[src/rtl/fnd_pkg.sv]
// Shared helpers for the FND display path: BCD encoding and prescaler sizing.
// Latency: n/a (elaboration-time functions only).
// Backpressure: n/a.
package fnd_pkg;

    localparam int BCD_W      = 4;
    localparam int MAX_DIGITS = 8;

    function automatic logic [BCD_W*MAX_DIGITS-1:0] to_bcd(input int value);
        logic [BCD_W*MAX_DIGITS-1:0] bcd;
        int v;
        v   = value;
        bcd = '0;
        for (int i = 0; i < MAX_DIGITS; i++) begin
            bcd[i*BCD_W +: BCD_W] = 4'(v % 10);
            v = v / 10;
        end
        return bcd;
    endfunction

    function automatic int calc_div(input int f_clk_hz, input int f_tick_hz);
        return f_clk_hz / f_tick_hz;
    endfunction

    function automatic longint pow10(input int n);
        longint p;
        p = 1;
        for (int i = 0; i < n; i++) begin
            p = p * 10;
        end
        return p;
    endfunction

endpackage

[src/rtl/bcd_updown_counter_tick_gen.sv]
// Prescaler: counts 0..DIV-1 while enabled, holds phase while paused.
// Latency: o_tick is combinational in the cycle the prescaler sits at DIV-1.
// Backpressure: none; i_en low simply freezes the phase.
module tick_gen #(
    parameter int DIV = 10
) (
    input  logic clk,
    input  logic reset,
    input  logic i_en,
    input  logic i_clr,
    output logic o_tick
);

    localparam int CW = (DIV > 1) ? $clog2(DIV) : 1;

    logic [CW-1:0] cnt;
    logic          last;

    assign last   = (cnt == CW'(DIV - 1));
    assign o_tick = i_en && last;

    always_ff @(posedge clk or posedge reset) begin
        if (reset) begin
            cnt <= '0;
        end else if (i_clr) begin
            cnt <= '0;
        end else if (i_en) begin
            if (last) begin
                cnt <= '0;
            end else begin
                cnt <= cnt + CW'(1);
            end
        end
    end

endmodule

[src/rtl/bcd_updown_counter.sv]
// N-digit BCD up/down counter stepped by an internal prescaler tick.
// Latency: o_bcd/o_tick/o_wrap/o_load_err register 1 clk after the causing cycle.
// Backpressure: none; i_run low pauses both prescaler and counting.
module bcd_updown_counter
    import fnd_pkg::*;
#(
    parameter int F_CLK_HZ  = 100_000_000,
    parameter int F_TICK_HZ = 10,
    parameter int DIGITS    = 4,
    parameter int MAX_COUNT = 9999
) (
    input  logic                      clk,
    input  logic                      reset,
    input  logic                      i_run,
    input  logic                      i_clear,
    input  logic                      i_up,
    input  logic                      i_wrap_en,
    input  logic                      i_load,
    input  logic [BCD_W*DIGITS-1:0]   i_load_value,
    output logic [BCD_W*DIGITS-1:0]   o_bcd,
    output logic                      o_tick,
    output logic                      o_wrap,
    output logic                      o_load_err
);

    localparam int W   = BCD_W * DIGITS;
    localparam int DIV = calc_div(F_CLK_HZ, F_TICK_HZ);
    localparam logic [BCD_W*MAX_DIGITS-1:0] MAX_BCD_ALL = to_bcd(MAX_COUNT);
    localparam logic [W-1:0]                MAX_BCD     = MAX_BCD_ALL[W-1:0];

    if (F_CLK_HZ % F_TICK_HZ != 0) begin : g_err_div_frac
        $error("F_CLK_HZ must be an integer multiple of F_TICK_HZ");
    end
    if (DIV < 2) begin : g_err_div_small
        $error("F_CLK_HZ/F_TICK_HZ must be at least 2");
    end
    if (DIGITS < 1 || DIGITS > MAX_DIGITS) begin : g_err_digits
        $error("DIGITS must be in 1..8");
    end
    if (MAX_COUNT < 0 || longint'(MAX_COUNT) > pow10(DIGITS) - 1) begin : g_err_max
        $error("MAX_COUNT does not fit in DIGITS decimal digits");
    end

    logic              tick_evt;
    logic [W-1:0]      bcd_q;
    logic [W-1:0]      bcd_inc;
    logic [W-1:0]      bcd_dec;
    logic [W-1:0]      bcd_next;
    logic              step_wrap;
    logic [DIGITS-1:0] carry;
    logic [DIGITS-1:0] borrow;
    logic [DIGITS-1:0] ld_digit_ok;
    logic              load_ok;
    logic              at_max;
    logic              at_zero;
    logic              tick_q;
    logic              wrap_q;
    logic              err_q;

    tick_gen #(
        .DIV (DIV)
    ) u_tick_gen (
        .clk    (clk),
        .reset  (reset),
        .i_en   (i_run),
        .i_clr  (i_clear),
        .o_tick (tick_evt)
    );

    assign carry[0]  = 1'b1;
    assign borrow[0] = 1'b1;

    for (genvar i = 0; i < DIGITS; i++) begin : g_digit
        logic [BCD_W-1:0] d;
        assign d = bcd_q[i*BCD_W +: BCD_W];

        assign bcd_inc[i*BCD_W +: BCD_W] = !carry[i]  ? d :
                                           (d == 4'd9) ? 4'd0 : d + 4'd1;
        assign bcd_dec[i*BCD_W +: BCD_W] = !borrow[i] ? d :
                                           (d == 4'd0) ? 4'd9 : d - 4'd1;
        assign ld_digit_ok[i] = (i_load_value[i*BCD_W +: BCD_W] <= 4'd9);

        if (i < DIGITS - 1) begin : g_chain
            assign carry[i+1]  = carry[i]  && (d == 4'd9);
            assign borrow[i+1] = borrow[i] && (d == 4'd0);
        end
    end

    // With every digit valid, BCD order matches numeric order, so a plain
    // unsigned compare against the BCD-encoded limit is exact.
    assign load_ok = (&ld_digit_ok) && (i_load_value <= MAX_BCD);
    assign at_max  = (bcd_q == MAX_BCD);
    assign at_zero = (bcd_q == '0);

    always_comb begin
        bcd_next  = bcd_q;
        step_wrap = 1'b0;
        if (i_up) begin
            if (at_max) begin
                if (i_wrap_en) begin
                    bcd_next  = '0;
                    step_wrap = 1'b1;
                end
            end else begin
                bcd_next = bcd_inc;
            end
        end else begin
            if (at_zero) begin
                if (i_wrap_en) begin
                    bcd_next  = MAX_BCD;
                    step_wrap = 1'b1;
                end
            end else begin
                bcd_next = bcd_dec;
            end
        end
    end

    always_ff @(posedge clk or posedge reset) begin
        if (reset) begin
            bcd_q  <= '0;
            tick_q <= 1'b0;
            wrap_q <= 1'b0;
            err_q  <= 1'b0;
        end else if (i_clear) begin
            bcd_q  <= '0;
            tick_q <= 1'b0;
            wrap_q <= 1'b0;
            err_q  <= 1'b0;
        end else if (i_load) begin
            if (load_ok) begin
                bcd_q <= i_load_value;
            end
            tick_q <= 1'b0;
            wrap_q <= 1'b0;
            err_q  <= !load_ok;
        end else if (tick_evt) begin
            bcd_q  <= bcd_next;
            tick_q <= 1'b1;
            wrap_q <= step_wrap;
            err_q  <= 1'b0;
        end else begin
            tick_q <= 1'b0;
            wrap_q <= 1'b0;
            err_q  <= 1'b0;
        end
    end

    assign o_bcd      = bcd_q;
    assign o_tick     = tick_q;
    assign o_wrap     = wrap_q;
    assign o_load_err = err_q;

endmodule

[config.mk]
export PLATFORM = sky130hd
export DESIGN_NAME = bcd_updown_counter
export DESIGN_NICKNAME = d
export VERILOG_FILES = /design/src/rtl/fnd_pkg.sv /design/src/rtl/bcd_updown_counter_tick_gen.sv /design/src/rtl/bcd_updown_counter.sv
export SDC_FILE = /design/constraint.sdc
export NUM_CORES = 1
export LEC_CHECK = 0
export CAP_MARGIN = 30
export CELL_PAD_IN_SITES_DETAIL_PLACEMENT = 1
export CELL_PAD_IN_SITES_GLOBAL_PLACEMENT = 1
export CORE_AREA = 8 8 91 93
export CTS_CLUSTER_DIAMETER = 150
export DETAILED_ROUTE_END_ITERATION = 8
export DIE_AREA = 0 0 99 101
export GPL_ROUTABILITY_DRIVEN = 0
export PLACE_DENSITY_LB_ADDON = 0.3
export SYNTH_ARGS = -nofsm -noshare
export SYNTH_HDL_FRONTEND = slang
export SYNTH_SLANG_ARGS = --single-unit
[constraint.sdc]
create_clock -name clk -period 3.91 [get_ports clk]
set_input_delay 0.782 -clock clk [delete_from_list [all_inputs] [get_ports clk]]
set_output_delay 0.782 -clock clk [all_outputs]
set_load 0.02 [all_outputs]
Yosys cells after proc, flatten, opt, wreduce, memory -nomap -nowiden

Cells that the tools add are included.

Magnitude comparators: 5
Add/subtract/negate cells: 9
Eq/ne operators: 12
Mux-type cells: 38
Reduce and logical (&&, ||, !) cells: 22

Operators with widths:

| kind                                                                     | number |
|---|---|
| 16-bit 2-to-1 mux                                                        | 9 |
| 24-bit 2-to-1 mux                                                        | 3 |
| 4-bit 2-to-1 mux                                                         | 14 |
| 24-bit by 1-bit adder with 24-bit output (second input constant)         | 1 |
| 24-bit equality test (second input constant)                             | 1 |
| 6-bit AND reduction                                                      | 3 |
| 4-bit by 1-bit adder with 4-bit output (second input constant)           | 4 |
| 16-bit equality test (second input constant)                             | 1 |
| 4-bit equality test (second input constant)                              | 4 |
| 16-bit less-or-equal comparator (second input constant)                  | 1 |
| 4-bit less-or-equal comparator (second input constant)                   | 4 |
| 16-bit logical NOT                                                       | 1 |
| 4-bit logical NOT                                                        | 4 |
| 4-bit by 1-bit subtractor with 4-bit output (second input constant)      | 4 |
| 5-bit by 2-bit inequality test with 1-bit output (second input constant) | 3 |
| 5-bit nonzero test                                                       | 3 |
| 1-bit 2-to-1 mux                                                         | 12 |
| 5-bit inequality test (second input constant)                            | 2 |
| 4-bit AND reduction                                                      | 2 |
| 1-bit logical AND                                                        | 6 |
| 3-bit by 2-bit inequality test with 1-bit output (second input constant) | 1 |
| 3-bit nonzero test                                                       | 1 |
| 2-bit nonzero test                                                       | 1 |
| 1-bit logical NOT                                                        | 1 |

Bits in registers: 43
Bits of input ports: 23
Output and inout port bits: 19
Logic and storage cells: 94

Logic depth before layout (Yosys ltp)

Depth after elaboration: 9
Gate-level depth with buffers: 9

By module

Synthesis repeated with hierarchy kept, for this count alone.

Cell total of the unflattened synthesis: 380
Area, all modules: 3181.8 µm²

Modules (own cells, without submodules):

| module             | instances | cells an instance | area an instance (µm²) |
|---|---|---|---|
| bcd_updown_counter | 1         | 231               | 1795.5 |
| tick_gen           | 1         | 149               | 1386.3 |

Worst setup path after synthesis

OpenSTA, ideal clock, no wires.

Path type: input -> register
Start point: input port i_clear
End point: register bcd_q[12] (netlist: o_bcd[12])
Buffers on the path: 3
Setup slack: 1.321 ns
Data arrival time: 2.464 ns
Stages: 9
Path through: clkbuf_1 > or2_2 > clkbuf_1 > or3_1 > o32a_1 > o21ai_1 > or3_1 > buf_2 > mux2_4

Longest elaborated chain between the ends: 2

Ends and longest elaborated chain:

| element                                                                                  | line                      | text |
|---|---|---|
| start, declared                                                                          | bcd_updown_counter.sv:15  | `input logic i_clear,` |
| 5-bit by 2-bit inequality test with 1-bit output (no line), or another cell as far along | -                         |  |
| 6-bit AND reduction (no line)                                                            | -                         |  |
| end signal, assigned                                                                     | bcd_updown_counter.sv:132 | `bcd_q <= i_load_value;` |
| end signal, assigned                                                                     | bcd_updown_counter.sv:138 | `bcd_q <= bcd_next;` |
| end, declared                                                                            | bcd_updown_counter.sv:45  | `logic [W-1:0] bcd_q;` |

Several ways; a longest one is shown, not always the timed one.
A chain may end at the register's enable or synchronous reset.

Worst setup path in the final report

Start point: input port i_load
End point: register bcd_q[12] (netlist: o_bcd[12])

Longest elaborated chain between the ends: 2

Ends and longest elaborated chain:

| element                                                                                  | line                     | text |
|---|---|---|
| start, declared                                                                          | bcd_updown_counter.sv:18 | `input logic i_load,` |
| 5-bit by 2-bit inequality test with 1-bit output (no line), or another cell as far along | -                        |  |
| 6-bit AND reduction (no line) / 16-bit 2-to-1 mux (equally long branches)                | -                        |  |

Several ways; a longest one is shown, not always the timed one.

==> key figures <==
Timing
  • Final worst path period share: 76.5%
  • Minimum clock period after layout: 2.99 ns
  • Final Setup Violations: 0
  • Hold Worst Slack: 0.575 ns
  • Final Skew: 0.00605 ns
  • Final setup TNS: 0 ns
  • Final setup margin: 0.918 ns
  • Worst slew pin tran: 0.763 ns
  • Fmax achieved: 334 MHz
  • RSZ-0062 raised after global routing: false
  • Rel. slew slack: 48.9%
  • Hold Fails Final Rpt: 0
  • Slew Viols, Final: 0

Detailed routing
  • Final wirelength: 8720 um
  • TritonRoute pass-1 iters: 4
  • Wire per inst: 18.3 um
  • Post-DRT Antenna Nets: 0
  • DRC: 0
  • Violation count after the first detailed-routing iteration: 128
  • Via count: 2,825
  • Vias per cell: 5.93

Power and ir drop
  • Worst vdd ir: 0.210 mV
  • Flop pwr share: 43.0%
  • Leakage: 1.39 nW
  • Logic pwr share: 28.8%
  • Internal power: 0.000852 W
  • Net load switching power: 0.000451 W
  • Clk pwr share: 28.2%
  • Switching share of power: 34.6%
  • PwrDens: 366 nW/um^2

Place
  • IO Port Bufs: 41
  • Pre-CTS WS: 0.624 ns
  • Placed Cells: 468
  • DP HPWL: 6700 um

Hold path
  • HP Class: reg2reg
  • Hold Path Depth: 2

Cells and area
  • Ant. Diodes: 0
  • Fraction of layout cells with a size suffix above 1: 7.61%
  • Final cell count without fillers: 476
  • Area Growth Syn to Fin: 21.0%
  • Nets: 417
  • Final core occ: 51.3%

Worst setup path
  • R2r worst-path depth: 7
  • Crit path max fanout: 12
  • Worst Path Required: 4.10 ns
  • Kind of critical path: in2reg
  • Crit start category: input pin
  • WP data arrival: 3.18 ns
  • Critical path capture point type: register

Die
  • Top-Level Pins: 42
  • Core ar.: 6940 um^2
  • Site row count: 31
  • Die width: 99 um
  • Die area: 10000 um^2
  • Die height: 101 um
  • Initial Util: 42.4%

Clock network
  • Hold buffers post-CTS: 0
  • Clock latency on the worst-skew pair: 0.30 ns
  • Clock sink count: 43
  • CTS tree: built
  • CTS buffer count: 5
  • H-tree levels: 2
  • CTS Root Cell: clkbuf_8
  • PostCTS Resize Cnt: 0
  • Clock transition at path regs: 0.09 ns
  • Setup Fix Bufs, Post-CTS: 0
  • Clock tree buffer depth: 2

GRT
  • Initial antenna violation count: 0
  • Vias in the first global route: 2,882
  • Largest net degree at the start of global routing: 23
  • Grt total ovfl: 0
  • Overall Global Routing Usage: 17.9%
  • First-pass GRT wire length: 14,500 um

Synth
  • Syn_nets: 384
  • Ys flop type: dfrtp_1
  • Synth cell types: 58
  • Synth warn: 0
  • Post-synthesis sequential area ratio: 36.6%
  • Post-synth EDFFs: 0
  • Synthesized area: 2940 um^2
  • FFs w/ async S/R, synth: 100%
  • Post-synthesis cell count: 360
  • Syn_area_per_cell: 8.17 um^2
  • Synth Register Bits: 43

Status
  • Status: complete, no violations

Run
  • Max Cap Violations: 0
==> cell usage in the layout, fill, tap and decap left out, types with 6 or more instances in the layout <==
cell type	instances
buf_4	6
nand3_1	10
xor2_1	14
nor2_1	44
nor2b_1	6
dfrtp_1	43
xnor2_1	10
o21ai_0	25
nand2_1	40
clkdlybuf4s50_1	41
nor4_1	9
inv_1	11
a21oi_1	21
nor3_1	14
nand4_1	8
==> area by class of cell <==
class	instances	area [um^2]
clock buffers	5	68.8
flip-flops and latches	43	1080
repair buffers	48	483
well taps	82	103
fillers	860	3380
multi-input cells	283	1740
clock inverters	3	47.5
inverters	12	45.0
==> registers in the layout, indices dropped and copies added (netlist names) <==
register / flops
o_wrap: 1
o_load_err: 1
o_bcd: 16
u_tick_gen.cnt: 24
o_tick: 1
==> through the flow <==
step / area (um^2) / total power [W]
after detailed placement: 3440 / 0.000944
after global routing: 3560 / 0.00137
after CTS: 3560 / 0.00131
final: 3560 / 0.00130
after global placement: 3420 / 0.000929
after floorplan: 2940 / 0.000793
==> cell usage after synthesis (4+ instances only) <==
cell type	n	share of area [%]
nor3_1	14	2.4
o221ai_1	4	1.2
nand2_1	40	5.1
nor2b_1	6	1.3
dfrtp_1	43	37
nor4_1	9	1.9
nand4_1	8	1.7
nor2_1	44	5.6
xor2_1	14	4.2
o21ai_0	25	4.3
clkbuf_1	20	2.6
mux2_2	5	1.9
xnor2_1	10	3.0
nor4bb_1	4	1.4
inv_1	11	1.4
nand3_1	10	1.7
a21oi_1	21	3.6
o211ai_1	5	1.3
and2_1	4	0.85
==> power groups by stage <==
stage / combinational (W) / sequential (W) / clock [W]
2_1_floorplan: 0.000246 / 0.000547 / 0
3_3_place_gp: 0.000364 / 0.000565 / 0
3_5_place_dp: 0.000376 / 0.000568 / 0
4_1_cts: 0.000379 / 0.000559 / 0.000376
5_1_grt: 0.000408 / 0.000571 / 0.000394
6_report: 0.000376 / 0.000560 / 0.000367
==> path summary, 6_finish.rpt <==
path	end	slack (ns)	startpoint
min in group asynchronous	o_tick$_DFF_PP0_	0.80	reset
worst max register to register	o_bcd[12]$_DFFE_PP0P_	1.24	u_tick_gen.cnt[1]$_DFFE_PP0P_
worst min-delay path	u_tick_gen.cnt[19]$_DFFE_PP0P_	0.57	u_tick_gen.cnt[19]$_DFFE_PP0P_
worst max-delay path	o_bcd[12]$_DFFE_PP0P_	0.92	i_load
max in group asynchronous	u_tick_gen.cnt[7]$_DFFE_PP0P_	2.41	reset
worst min register to register	u_tick_gen.cnt[19]$_DFFE_PP0P_	0.57	u_tick_gen.cnt[19]$_DFFE_PP0P_
==> critical path: stages <==
cell and delay [ns]:
clkdlybuf4s50_1 0.67, or2_2 0.48, or3_1 0.33, o32a_1 0.20
o21ai_1 0.12, or3_1 0.28, mux2_4 0.32
==> logic make-up after synthesis <==
kind of cell    Yosys count  share of synthesized area [%]
simple gates            167                           29.9
compound gates           80                           17.0
flops                    43                           36.6
buf+inv                  34                           4.42
xor+xnor                 24                           7.14
mux                      11                           4.46
fa+ha+maj                 1                          0.425
==> metal layers <==
metal / part of all wire, % / vias up / global-route usage (%)
met4: 1.7 / 0 / 7.08
met1: 48 / 1375 / 24.4
met2: 45 / 76 / 27.5
met3: 5.6 / 13 / 2.83
li1: - / 1361 / -
met5: 0 / - / 0
No activity file was read; power rests on OpenSTA's default activity.
